==> src/rtl/pulse_sequencer.sv <==
// pulse_sequencer: walks a contiguous run of pulse-memory entries, holds each
// pulse until its start time on a local timeline, hands it to the generator
// over valid/ready, then waits out its duration before fetching the next one.
// The start-time compare uses the timer value of the following cycle, so a
// pulse presented on time shows pulse_valid in the cycle where timer == t_start.
module pulse_sequencer #(
   parameter int ADDR_W   = 5,
   parameter int TSTART_W = 32,
   parameter int TLEN_W   = 16
) (
   input  logic                clk,
   input  logic                rst_n,
   input  logic                start,
   input  logic [ADDR_W-1:0]   base_addr,
   input  logic [ADDR_W:0]     num_pulses,
   input  logic                abort,
   output logic [31:0]         fetch_addr,
   input  logic [TSTART_W-1:0] fetch_t_start,
   input  logic [TLEN_W-1:0]   fetch_t_len,
   output logic                pulse_valid,
   input  logic                pulse_ready,
   output logic [ADDR_W-1:0]   pulse_idx,
   output logic [TSTART_W-1:0] timer,
   output logic                busy,
   output logic                done,
   output logic                late_err
);

   typedef enum logic [2:0] {
      S_IDLE,
      S_FETCH,
      S_WAIT,
      S_ISSUE,
      S_PLAY,
      S_NEXT
   } state_t;

   state_t              state_q, state_d;
   logic [ADDR_W:0]     rem_q, rem_d;
   logic [TLEN_W-1:0]   play_q, play_d;
   logic [ADDR_W-1:0]   idx_d;
   logic [TSTART_W-1:0] timer_d;
   logic [TSTART_W-1:0] timer_inc;
   logic                late_d;
   logic                busy_d;
   logic                done_d;
   logic                valid_d;

   // Saturating increment: the value timer shows in the next cycle.
   assign timer_inc = (&timer) ? timer : timer + TSTART_W'(1);

   // Next-state and next-value logic for the sequencer and its counters.
   always_comb begin
      state_d = state_q;
      rem_d   = rem_q;
      play_d  = play_q;
      idx_d   = pulse_idx;
      timer_d = timer;
      late_d  = late_err;

      case (state_q)
         S_IDLE: begin
            // A start coinciding with abort is dropped.
            if (start && !abort) begin
               idx_d   = base_addr;
               rem_d   = num_pulses;
               timer_d = '0;
               late_d  = 1'b0;
               state_d = (num_pulses == '0) ? S_NEXT : S_FETCH;
            end
         end
         S_FETCH: state_d = S_WAIT;
         S_WAIT: begin
            // Compare against next cycle's timer so ISSUE lands on t_start.
            if (timer_inc >= fetch_t_start) begin
               state_d = S_ISSUE;
               if (timer_inc > fetch_t_start) late_d = 1'b1;
            end
         end
         S_ISSUE: begin
            if (pulse_ready) begin
               play_d  = fetch_t_len;
               state_d = (fetch_t_len == '0) ? S_NEXT : S_PLAY;
            end
         end
         S_PLAY: begin
            play_d = play_q - TLEN_W'(1);
            if (play_q == TLEN_W'(1)) state_d = S_NEXT;
         end
         S_NEXT: begin
            rem_d = rem_q - (ADDR_W+1)'(1);
            // rem_q of 0 only happens for an empty sequence: finish as well.
            if (rem_q <= (ADDR_W+1)'(1)) begin
               state_d = S_IDLE;
            end else begin
               idx_d   = pulse_idx + ADDR_W'(1);
               state_d = S_FETCH;
            end
         end
         default: state_d = S_IDLE;
      endcase

      if (state_q != S_IDLE) timer_d = timer_inc;

      // Abort overrides every other transition; late_err and timer hold.
      if (abort && (state_q != S_IDLE)) state_d = S_IDLE;

      busy_d  = (state_d != S_IDLE);
      valid_d = (state_d == S_ISSUE);
      done_d  = (state_d == S_NEXT) && (rem_d <= (ADDR_W+1)'(1));
   end

   // Sequencer state and internal counters.
   always_ff @(posedge clk or negedge rst_n) begin
      if (!rst_n) begin
         state_q <= S_IDLE;
         rem_q   <= '0;
         play_q  <= '0;
      end else begin
         state_q <= state_d;
         rem_q   <= rem_d;
         play_q  <= play_d;
      end
   end

   // Registered outputs, loaded from their next values.
   always_ff @(posedge clk or negedge rst_n) begin
      if (!rst_n) begin
         fetch_addr  <= '0;
         pulse_idx   <= '0;
         timer       <= '0;
         pulse_valid <= 1'b0;
         busy        <= 1'b0;
         done        <= 1'b0;
         late_err    <= 1'b0;
      end else begin
         fetch_addr  <= 32'(idx_d);
         pulse_idx   <= idx_d;
         timer       <= timer_d;
         pulse_valid <= valid_d;
         busy        <= busy_d;
         done        <= done_d;
         late_err    <= late_d;
      end
   end

endmodule
==> config.mk <==
export PLATFORM = sky130hd
export DESIGN_NAME = pulse_sequencer
export DESIGN_NICKNAME = d
export VERILOG_FILES = /design/src/rtl/pulse_sequencer.sv
export SDC_FILE = /design/constraint.sdc
export NUM_CORES = 1
export LEC_CHECK = 0
export ABC_CLOCK_PERIOD_IN_PS = 5900
export CORE_ASPECT_RATIO = 1.2
export CORE_MARGIN = 2
export CORE_UTILIZATION = 54
export CTS_CLUSTER_SIZE = 24
export DETAILED_ROUTE_END_ITERATION = 7
export PLACE_DENSITY = 0.87
export SYNTH_ARGS = -nofsm -noshare
export SYNTH_HDL_FRONTEND = slang
export SYNTH_SLANG_ARGS = --single-unit
==> constraint.sdc <==
create_clock -name clk -period 5.9 [get_ports clk]
set_input_delay 1.18 -clock clk [delete_from_list [all_inputs] [get_ports clk]]
set_output_delay 1.18 -clock clk [all_outputs]
set_load 0.1 [all_outputs]
* Yosys cells after proc, flatten, opt, wreduce, memory -nomap -nowiden
Index checks and enable logic that the tools add are counted.
Widths: inputs -> output; s select.
** Storage, ports and cells
- Output and inout bits :: 73
- Bits in registers :: 66
- Word-level logic and storage cells :: 73
** Operators by class
- Equality and inequality tests :: 13
- Reduce and logical (&&, ||, !) cells :: 19
- Add/sub/neg operators :: 4
- Multiplexer cells :: 24
- Order comparisons :: 4
** Operators with widths (count)
- $mux 32 :: 4
- $add 32x1->32 const B :: 1
- $ge 32x32->1 :: 1
- $gt 32x32->1 :: 1
- $pmux 16 s2 :: 1
- $reduce_and 32->1 :: 1
- $mux 3 :: 6
- $pmux 3 s6 :: 1
- $eq 16x1->1 const B :: 1
- $logic_not 16->1 :: 1
- $mux 16 :: 1
- $sub 16x1->16 const B :: 1
- $le 6x1->1 const B :: 2
- $pmux 6 s2 :: 1
- $mux 5 :: 2
- $ne 2x2->1 const B :: 5
- $pmux 5 s2 :: 1
- $reduce_bool 2->1 :: 5
- $eq 3x2->1 const B :: 3
- $eq 3x3->1 const B :: 3
- $logic_not 6->1 :: 1
- $mux 6 :: 1
- $reduce_bool 3->1 :: 2
- $sub 6x1->6 const B :: 1
- other kinds (10) :: 17

* Logic depth before layout (Yosys ltp)
Gate-level depths: netlist of the first run.
- Word-level depth :: 8
- Depth in mapped cells :: 15

* Least setup slack after synthesis of the first run
No wires, ideal clock.
- Kind :: register -> register
- Start :: register timer[0]
- End :: register pulse_valid
- Path slack :: 1.868 ns
- Stages on the path, launching flop included :: 15
- Required time :: 5.768 ns
- Setup time :: 0.132 ns
- Arrival :: 3.900 ns
- Cell sequence :: dfrtp_1 > ha_1 > nand3_1 > nor4_4 > nand4_1 > clkbuf_1 > nand4_1 > xnor2_1 > ha_1 > a21oi_1 > nand2_1 > a221oi_1 > o211ai_1 > a211oi_1 > o21ai_0
** On the way
- Cells in the longest elaborated chain, start to end :: 7
- Elaborated cells between the ends (all ways) :: 8
- Classes of those cells :: add/sub: 1; order compare: 1; eq/ne: 1; mux: 4; reduce/logical: 1
** Ends and longest elaborated chain
- from (decl) :: line 23 : output logic [TSTART_W-1:0] timer,
- from (signal assigned) :: line 139 : timer <= timer_d;
- $add 32x1->32 or $reduce_and 32->1 (tied branches) :: line 50 : assign timer_inc = (&timer) ? timer : timer + TSTART_W'(1);
- $mux 32 * :: line 50
- $ge 32x32->1 * :: line 75 : if (timer_inc >= fetch_t_start) begin
- $mux 3 * :: line 75
- $pmux 3 s6 * :: line 61 : case (state_q)
- $mux 3 * :: line 106 : if (abort && (state_q != S_IDLE)) state_d = S_IDLE;
- $eq 3x2->1 * :: line 109 : valid_d = (state_d == S_ISSUE);
- via valid_d :: line 47 : logic valid_d;
- to (signal assigned) :: line 140 : pulse_valid <= valid_d;
- to (decl) :: line 20 : output logic pulse_valid,
Mark *: on every way through the listed nets, which the timed path passes. The rest lies on a longest branch.
A chain may end at the register's enable or synchronous reset.

* Worst setup path in the final report of the first run
- Start :: register timer[0]
- End :: register state_q[0]
** On the way
- Cells in the longest elaborated chain, start to end :: 6
- Elaborated cells between the ends (all ways) :: 7
- Classes of those cells :: add/sub: 1; order compare: 1; mux: 4; reduce/logical: 1
** Ends and longest elaborated chain
- $add 32x1->32 or $reduce_and 32->1 (tied branches) :: line 50
- $mux 32 * :: line 50
- $ge 32x32->1 * :: line 75
- $mux 3 * :: line 75
- $pmux 3 s6 * :: line 61
- $mux 3 * :: line 106
- via state_d[0] :: line 38 : state_t state_q, state_d;
- to (signal assigned) :: line 120 : state_q <= state_d;
- to (decl) :: line 38
Marked as above.

==> reports/results.txt, run 1 <==
Peak Freq: 223.6 MHz
fin area: 6723 um^2
vias per cell: 6.055
number of I/O pins: 137
Psw: 1.430 mW
placement-stage cell area: 6347 um^2
combinational fraction of design power: 0.494
Final Hold Fails: 0
Placement Rows: 39
width of the die: 94.90 um
post-DP HPWL: 10860 um
GP Congestion: 0.9001
WL met1: 5804 um
die area: 10730 um^2
Top Layer Used: met4
RR Startpoint: timer[0]
number of buffers added on ports: 109
Post-synth EDFFs: 0
GR Overflow Total: 0
P_int: 1.448 mW
ant diodes: 0
Switching Fraction: 0.4969
Num CTS Buffers: 9
largest delay contributor family on the critical path: simple AND/OR/NAND/NOR gates
CP Capture Type: flop
Worst Path Required: 6100 ps
min Tclk post-route: 4472 ps
Setup WS pre-CTS: 1615 ps
Worst Setup SP: timer[0]
critical-path cell list: ha_1 -> nand3_1 -> nor4_4 -> nand4_1 -> nand2_1 -> nor2_1 -> xor2_1 -> ha_1 -> nand4_1 -> inv_1 -> a221oi_1 -> o211ai_1 -> a211oi_1 -> o21ai_0
routed wl met2: 7625 um
crit path max fanout: 15
Longest Clk Path Bufs: 2
Resize count post-CTS: 0
Hold Crit Class: flop to flop
prevailing post-synth register cell: dfrtp_1
Tcrit/Tclk final: 0.7579
skew final: 9.080 ps
Synth async-reset ratio: 1.000
root buf cell: clkbuf_16
met3 routed WL: 1102 um
crit path launch type: flop
Synth Cell Area: 5354 um^2
Slowest-stage cell, CP: nand4_1
DRC viols: 0
DR pass1 iterations: 5
H-tree depth: 3
CORE AREA: 9564 um^2
Antenna Nets Post-Route: 0
layout cells sized above 1: 0.04497
Die H: 113.1 um
Final setup viols: 0
GRT Overall Usage: 0.2824
syn avg cell area: 8.063 um^2
slew margin rel.: 0.1451
Worst IR Drop VDD: 669.2 uV
Syn. warnings: 0
CTS tree: built
initial antenna violation count: 0
Hold Startpoint: play_q[15]
WL/cell: 17.00 um
status: finished, final reports clean
Routed WL: 14950 um
RSZ-0062 raised after global routing: false
Starting Density: 0.5598
Leakage: 3.024 nW
Mapped Cells: 664
clock power share: 0.239
CTS clock-pin slew for the worst setup and hold paths: 60 ps
PwrDens: 428.2 nW/um^2
largest stage delay on the critical path: 640 ps
largest net degree at the start of global routing: 67
post-CTS setup buffers: 0
Yosys cell types: 64
fin worst setup slack: 1428 ps
worst skew pair latency: 340 ps
number of global-route vias before repair: 5237
fin nets: 853
CTS sink cnt: 66
setup_tns: 0 ps
critical path class: flop to flop
Iteration-0 DRC Markers: 418
#FFs+latches synth: 66
Worst Path Buf+Inv: 1
Post-CTS Hold Buffers: 0
DR vias: 5322
Area growth syn-to-layout: 25.57%
Seq pwr share: 0.267
Worst EP arrival: 4670 ps
count of pins over their slew limit: 0
max-capacitance violation count: 0
Worst Max-Slew Pin Slew: 1269 ps
sequential share of the synthesized area: 0.3085
first-pass GRT wire length: 24250 um
[metrics by stage]
step	std cells	util	hold WS, ps	total power, mW
final	879	0.7029	510.8	2.879
after global routing	879	0.7029	537.8	3.013
after CTS	879	0.7029	504.5	2.863
after detailed placement	863	0.6637	469.3	2.179
after global placement	863	0.6637	470.9	2.138
after floorplan	690	-	438.3	1.853
[cells in the mapped netlist (all sizes together), types with 7 or more instances]
cell / count / area share
clkbuf: 18 / 0.013
nand3: 35 / 0.033
o311ai: 7 / 0.011
o31ai: 8 / 0.011
a21oi: 37 / 0.035
ha: 38 / 0.089
o21ai: 38 / 0.036
nand4: 17 / 0.020
and3: 14 / 0.016
a31oi: 16 / 0.020
nor2: 43 / 0.031
nand2: 80 / 0.057
dfrtp: 66 / 0.31
nor4: 18 / 0.026
nor3: 21 / 0.022
inv: 42 / 0.029
xnor2: 17 / 0.028
xor2: 14 / 0.023
buf: 44 / 0.056
[power groups by stage]
stage	Clock, mW	Combinational, mW	Sequential, mW
floorplan	0	0.763	1.09
global placement	0	1.38	0.757
detailed placement	0	1.42	0.763
CTS	0.683	1.42	0.761
global route	0.708	1.52	0.789
finish	0.687	1.42	0.768
[final timing paths]
check | cells past startpoint | end | slack [ps]
setup / recovery | 14 | state_q[0] | 1430
hold / removal | 1 | play_q[15] | 510
setup reg to reg | 14 | state_q[0] | 1430
hold reg to reg | 1 | play_q[15] | 510
max in group asynchronous | 2 | timer[18] | 4310
min in group asynchronous | 2 | timer[5] | 1030
[sequential cells by signal (all words and copies together), names as in the netlist]
name / flops
timer: 32
play_q: 16
rem_q: 6
fetch_addr: 5
busy: 1
state_q: 3
done: 1
pulse_valid: 1
late_err: 1
[layer usage]
| layer | global-route usage | vias up |
|---|---|---|
| li1 | - | 2535 |
| met1 | 0.3315 | 2491 |
| met2 | 0.5111 | 256 |
| met5 | 0 | - |
| met3 | 0.04594 | 40 |
| met4 | 0.1024 | 0 |
[kinds of logic after synthesis]
group,count (synthesis),synth area share
xor gates and xnor gates,31,0.05071
muxes,6,0.01122
other,1,0.0007004
AOI/OAI and AO/OA,151,0.1863
adders and majority gates,38,0.08881
and+or+nand+nor,267,0.2559
DFF,66,0.3085
buffers and inverters,104,0.09792
[area by class of cell]
cell class,count,area (um^2)
multi-input combinational,520,3276
fill,771,2841
sequential,66,1652
timing repair buffer,112,1109
clock buffer,10,239.0
inverter,42,157.7
tap,123,153.9
clock inverter,6,136.4
[placed cells by master (no fill, tap or decap), types with 5 or more instances in the layout]
cell type	synthesis	layout
a21o_1	5	5
a21oi_1	36	36
xnor2_1	17	17
o311ai_1	5	5
clkbuf_16	0	9
and3_1	14	14
nor3_1	20	20
and4_1	6	6
nor2_1	42	42
or3_1	5	5
o211ai_1	6	6
o21ai_0	29	29
a211oi_1	6	6
ha_1	38	38
o21ai_1	9	9
nor4_1	15	15
conb_1	1	27
o31ai_1	8	8
clkdlybuf4s50_1	0	108
dfrtp_1	66	66
nand4_1	17	17
mux2i_1	6	6
a31oi_1	15	15
inv_1	42	42
nand2b_1	5	5
nand3_1	35	35
xor2_1	14	14
nand2_1	79	79
nor2b_1	5	5
Power figures use the tool's default switching activity.
==> run 2, diff against run 1 <==
ABC_CLOCK_PERIOD_IN_PS = 4640   (was 5900)
CORE_UTILIZATION = 50   (was 54)
PLACE_DENSITY = 0.81   (was 0.87)
clock period = 4.64 ns   (was 5.9 ns; I/O delays follow)
==> run 2 against run 1 <==
  * Largest cell class unchanged
  * Die area rose by 7.7%
  * Final cell count up 1.0%
  * Sequential share of layout area barely moved
  * Non-clock buffer count up 3
  * Critical path type unchanged
  * Hold slack worse by 20 ps
  * Worst setup slack got worse by 860 ps
  * Maximum frequency increased by 9.8%
  * Clock power is 14% higher
  * Count of clock-buffer cells in the layout rose by 1
  * Wire length fell by 2.2%
==> reports/results.txt, run 2 (synthesized netlist as in run 1, its figures left out) <==
RR Startpoint: timer[0]
status: finished, final reports clean
DRC viols: 0 (unchanged)
Final Non-Filler Cells: 888 (+1.0%)
WL/cell: 16.46 um (-3.2%)
Hold Path Depth: 1 (unchanged)
Worst EP arrival: 4270 ps (-400 ps)
max-capacitance violation count: 0 (unchanged)
Largest register FFs: 32 (unchanged)
first-pass GRT wire length: 24010 um (-0.97%)
CORE AREA: 10470 um^2 (+9.4%)
root buf cell: clkbuf_16
Peak Freq: 245.5 MHz (+9.8%)
worst skew pair latency: 340 ps (about the same)
number of buffers added on ports: 109 (unchanged)
Worst Hold Path EP: play_q[15]
CTS tree: built
initial antenna violation count: 0 (unchanged)
Tot Pwr: 3.565 mW (+24%)
GR Overflow Total: 0 (unchanged)
width of the die: 98.46 um (+3.8%)
reg2reg setup slack: 570 ps (-860 ps)
commonest non-fill, non-tap cell in the layout: clkdlybuf4s50_1
RSZ-0062 raised after global routing: false
H-tree depth: 3 (unchanged)
layout cells sized above 1: 0.04611 (+0.001140)
CTS clock-pin slew for the worst setup and hold paths: 50 ps (about the same)
min Tclk post-route: 4074 ps (-397.8 ps)
largest register by flop count: timer
Final Util: 0.6414 (-0.06146)
Final setup viols: 0 (unchanged)
slew margin rel.: 0.1509 (+0.005802)
Worst Reg-to-Reg Cells: 14 (unchanged)
number of I/O pins: 137 (unchanged)
Final Hold Fails: 0 (unchanged)
largest registers: timer (32), play_q (16), rem_q (6)
CTS sink cnt: 66 (unchanged)
Antenna Nets Post-Route: 0 (unchanged)
skew final: 6.076 ps (-3.004 ps)
most frequent cells in the layout: clkdlybuf4s50_1, nand2_1, dfrtp_1
count of pins over their slew limit: 0 (unchanged)
Placement Rows: 41 (+5.1%)
Worst Max-Slew Pin Slew: 1260 ps (-8.611 ps)
Resize count post-CTS: 0 (unchanged)
Die H: 117.4 um (+3.8%)
largest net degree at the start of global routing: 43 (-36%)
DR vias: 5346 (+0.45%)
Iteration-0 DRC Markers: 299 (-28%)
Longest Clk Path Bufs: 2 (unchanged)
Routed WL: 14610 um (-2.2%)
GP Congestion: 0.9558 (+6.2%)
crit path launch type: flop
Worst Path Required: 4840 ps (-1260 ps)
vias per cell: 6.020 (-0.57%)
Tcrit/Tclk final: 0.8780 (+0.1201)
Post-CTS Hold Buffers: 0 (unchanged)
number of global-route vias before repair: 5201 (-0.69%)
fin nets: 856 (+0.35%)
RR Endpoint: state_q[0]
# fillers: 903 (+17%)
Multi-input gate area: 3276 um^2 (unchanged)
Leakage: 3.019 nW (-0.16%)
setup_tns: 0 ps (unchanged)
FF/Latch Area: 1652 um^2 (unchanged)
post-CTS setup buffers: 0 (unchanged)
Area growth syn-to-layout: 25.38%
PwrDens: 531.1 nW/um^2 (+24%)
die area: 11550 um^2 (+7.7%)
post-DP HPWL: 10810 um (-0.51%)
Num CTS Buffers: 9 (unchanged)
crit path max fanout: 8 (-7)
CP Capture Type: flop
Hold Crit Class: flop to flop
GRT Overall Usage: 0.2507 (-0.03164)
DR pass1 iterations: 5 (unchanged)
placed cells: 872 (+1.0%)
ant diodes: 0 (unchanged)
critical path class: flop to flop
Hold Startpoint: play_q[15]
Worst IR Drop VDD: 552.5 uV (-17%)
Starting Density: 0.5116 (-0.04819)
[run 2: layout make-up]
class | count | area share
Multi-Input combinational cell | 520 | 0.4880
Sequential cell | 66 | 0.2460
Timing Repair Buffer | 115 | 0.1685
Clock buffer | 11 | 0.03467
Tap cell | 129 | 0.02404
Inverter | 42 | 0.02349
Clock inverter | 5 | 0.01528
[run 2: worst max path at each step]
stage,from,end,slack (ps),cells past startpoint
floorplan,timer[0],pulse_valid,610,14
global placement,timer[0],pulse_valid,850,13
detailed placement,timer[0],state_q[0],670,14
CTS,timer[0],state_q[0],630,14
global route,timer[0],state_q[0],220,13
finish,timer[0],state_q[0],570,14
[run 2: report_power, final]
group	switching (mW)	total (mW)	leakage, nW	internal [mW]
clock	0.257	0.781	0.160	0.524
sequential	0.235	0.975	0.855	0.740
combinational	1.30	1.81	2.00	0.512
total	1.79	3.56	3.02	1.78
[run 2: worst max-delay path, cell delays in order (launching register included)]
cell and delay [ps]:
dfrtp_1 470, ha_1 270, nand3_1 160, nor4_4 480, nand4_1 420, nand2_1 350, nor2_1 100, xor2_1 150
ha_1 310, nand4_1 160, inv_1 60, a221oi_1 270, o211ai_1 210, a211oi_1 380, o21ai_0 150
[run 2: through the flow]
step	hold slack [ps]	setup slack, ps	area, um^2
floorplan	438.3	608.1	5451
global route	511.5	221.0	6713
detailed placement	476.9	670.8	6377
CTS	485.3	631.9	6713
finish	490.6	566.1	6713
global placement	463.8	850.2	6377
[run 2: layer usage]
metal	share of wire	GRT usage	wire length [um]	vias up
met4	0.031	0.09418	459	0
met1	0.38	0.3032	5521	2520
met3	0.080	0.03576	1162	41
met2	0.51	0.4469	7471	245
li1	-	-	-	2540
met5	0	0	0	-
==> run 3, diff against run 2 <==
DONT_BUFFER_PORTS = 1   (was default)
PLACE_DENSITY = default   (was 0.81)
==> run 3 against run 2 <==
  * Critical path depth down 2
  * Flip-flop and latch count unchanged
  * Wire length down 1.0%
  * Hold slack worse by 200 ps
  * Final cell count down 8.6%
  * Sequential share of layout area up 3.6 points
  * Core utilization down 7.9 points
  * Critical path type unchanged
  * Largest power group unchanged
  * Highest routed layer unchanged
==> reports/results.txt, run 3 (synthesized netlist as in run 1, its figures left out) <==
status: finished, final reports clean
post-CTS setup buffers: 0 (unchanged)
CTS tree: built
# fillers: 992 (+9.9%)
Num CTS Buffers: 9 (unchanged)
Final Hold Fails: 0 (unchanged)
Peak Freq: 255.7 MHz (+4.2%)
CP Capture Type: flop
Area growth syn-to-layout: 9.862%
FF/Latch Area: 1658 um^2 (+0.38%)
Post-CTS Hold Buffers: 0 (unchanged)
Worst Path Required: 4890 ps (+50 ps)
vias per cell: 6.079 (+0.97%)
Placement Rows: 41 (unchanged)
min Tclk post-route: 3911 ps (-162.5 ps)
Tot Pwr: 3.390 mW (-4.9%)
root buf cell: clkbuf_16
post-DP HPWL: 10690 um (-1.1%)
RSZ-0062 raised after global routing: false
die area: 11550 um^2 (unchanged)
initial antenna violation count: 0 (unchanged)
Routed WL: 14460 um (-1.0%)
Worst Setup SP: timer[0]
PwrDens: 576.3 nW/um^2 (+8.5%)
RR Endpoint: pulse_valid
layout cells sized above 1: 0.1083 (+0.06223)
crit path launch type: flop
most frequent cells in the layout: nand2_1, dfrtp_1, inv_1, nor2_1
Starting Density: 0.5116 (unchanged)
DR vias: 4936 (-7.7%)
CORE AREA: 10470 um^2 (unchanged)
RR Startpoint: timer[0]
fin nets: 780 (-8.9%)
DRC viols: 0 (unchanged)
ant diodes: 0 (unchanged)
Worst Reg-to-Reg Cells: 12 (-2)
GRT Overall Usage: 0.2491 (-0.001677)
DR pass1 iterations: 5 (unchanged)
setup_tns: 0 ps (unchanged)
number of global-route vias before repair: 4777 (-8.2%)
reg2reg setup slack: 730 ps (+160 ps)
WL/cell: 17.81 um (+8.2%)
Hold Crit Class: primary input to async pin
first-pass GRT wire length: 23490 um (-2.2%)
Die H: 117.4 um (unchanged)
CTS clock-pin slew for the worst setup and hold paths: 60 ps (about the same)
Final setup viols: 0 (unchanged)
Worst Max-Slew Pin Slew: 1005 ps (-255.5 ps)
number of buffers added on ports: 0 (-100%)
largest register by flop count: timer
worst skew pair latency: 330 ps (about the same)
skew final: 4.180 ps (-1.896 ps)
Longest Clk Path Bufs: 2 (unchanged)
slew margin rel.: 0.3301 (+0.1792)
crit path max fanout: 10 (+2)
largest registers: timer (32), play_q (16), rem_q (6)
Leakage: 2.786 nW (-7.7%)
Largest register FFs: 32 (unchanged)
number of I/O pins: 137 (unchanged)
Multi-input gate area: 3276 um^2 (unchanged)
commonest non-fill, non-tap cell in the layout: nand2_1
GP Congestion: 0.8474 (-11%)
GR Overflow Total: 0 (unchanged)
Worst IR Drop VDD: 576.4 uV (+4.3%)
Resize count post-CTS: 0 (unchanged)
width of the die: 98.46 um (unchanged)
Iteration-0 DRC Markers: 272 (-9.0%)
Antenna Nets Post-Route: 0 (unchanged)
largest net degree at the start of global routing: 67 (+56%)
count of pins over their slew limit: 0 (unchanged)
critical path class: flop to flop
Tcrit/Tclk final: 0.8430 (-0.03501)
max-capacitance violation count: 0 (unchanged)
Worst EP arrival: 4160 ps (-110 ps)
H-tree depth: 3 (unchanged)
CTS sink cnt: 66 (unchanged)
-- run 3: through the flow --
stage	util	instances	area [um^2]	worst slack, ps	hold WS (ps)
after floorplan	-	690	5451	608.1	438.3
after detailed placement	0.5292	795	5538	650.1	473.8
after global placement	0.5292	795	5538	777.3	467.2
after CTS	0.5616	811	5877	637.0	279.1
final	0.5621	812	5882	728.6	287.7
after global routing	0.5621	812	5882	365.9	278.7
-- run 3: area by class of cell --
| class | instances | share of cell area |
|---|---|---|
| multi-input combinational | 520 | 0.5569 |
| sequential | 66 | 0.2819 |
| clock inverter | 4 | 0.01234 |
| timing repair buffer | 39 | 0.04935 |
| inverter | 42 | 0.02680 |
| tap | 129 | 0.02744 |
| clock buffer | 12 | 0.04531 |
-- run 3: metal layers --
layer  track usage  vias up  wire (um)
met5             0        -          0
met4       0.06764        0        246
met3       0.06436       21       1095
met2        0.4371      174       7414
met1        0.3001     2358       5707
li1              -     2383          -
-- run 3: worst max-delay path by stage --
stage	endpoint	slack [ps]	cells after the start
after floorplan	pulse_valid	610	14
after global placement	pulse_valid	780	12
after detailed placement	pulse_valid	650	12
after CTS	pulse_valid	640	12
after global routing	state_q[0]	370	12
final	pulse_valid	730	12
-- run 3: critical path, stage by stage (launching register included) --
cell      delay, ps
dfrtp_1         350
buf_4           340
and3_1          490
nand4_1         180
a311oi_2        500
nand3_1         200
xnor2_1         190
ha_1            310
nand4_1         150
nor4_1          610
and2_1          250
a211oi_1         70
o21ai_0         190
-- run 3: power breakdown --
part,leakage (nW),internal [mW],total [mW],switching [mW]
Sequential,0.851,0.736,1.29,0.556
Combinational,1.77,0.381,1.32,0.943
Clock,0.165,0.513,0.774,0.260
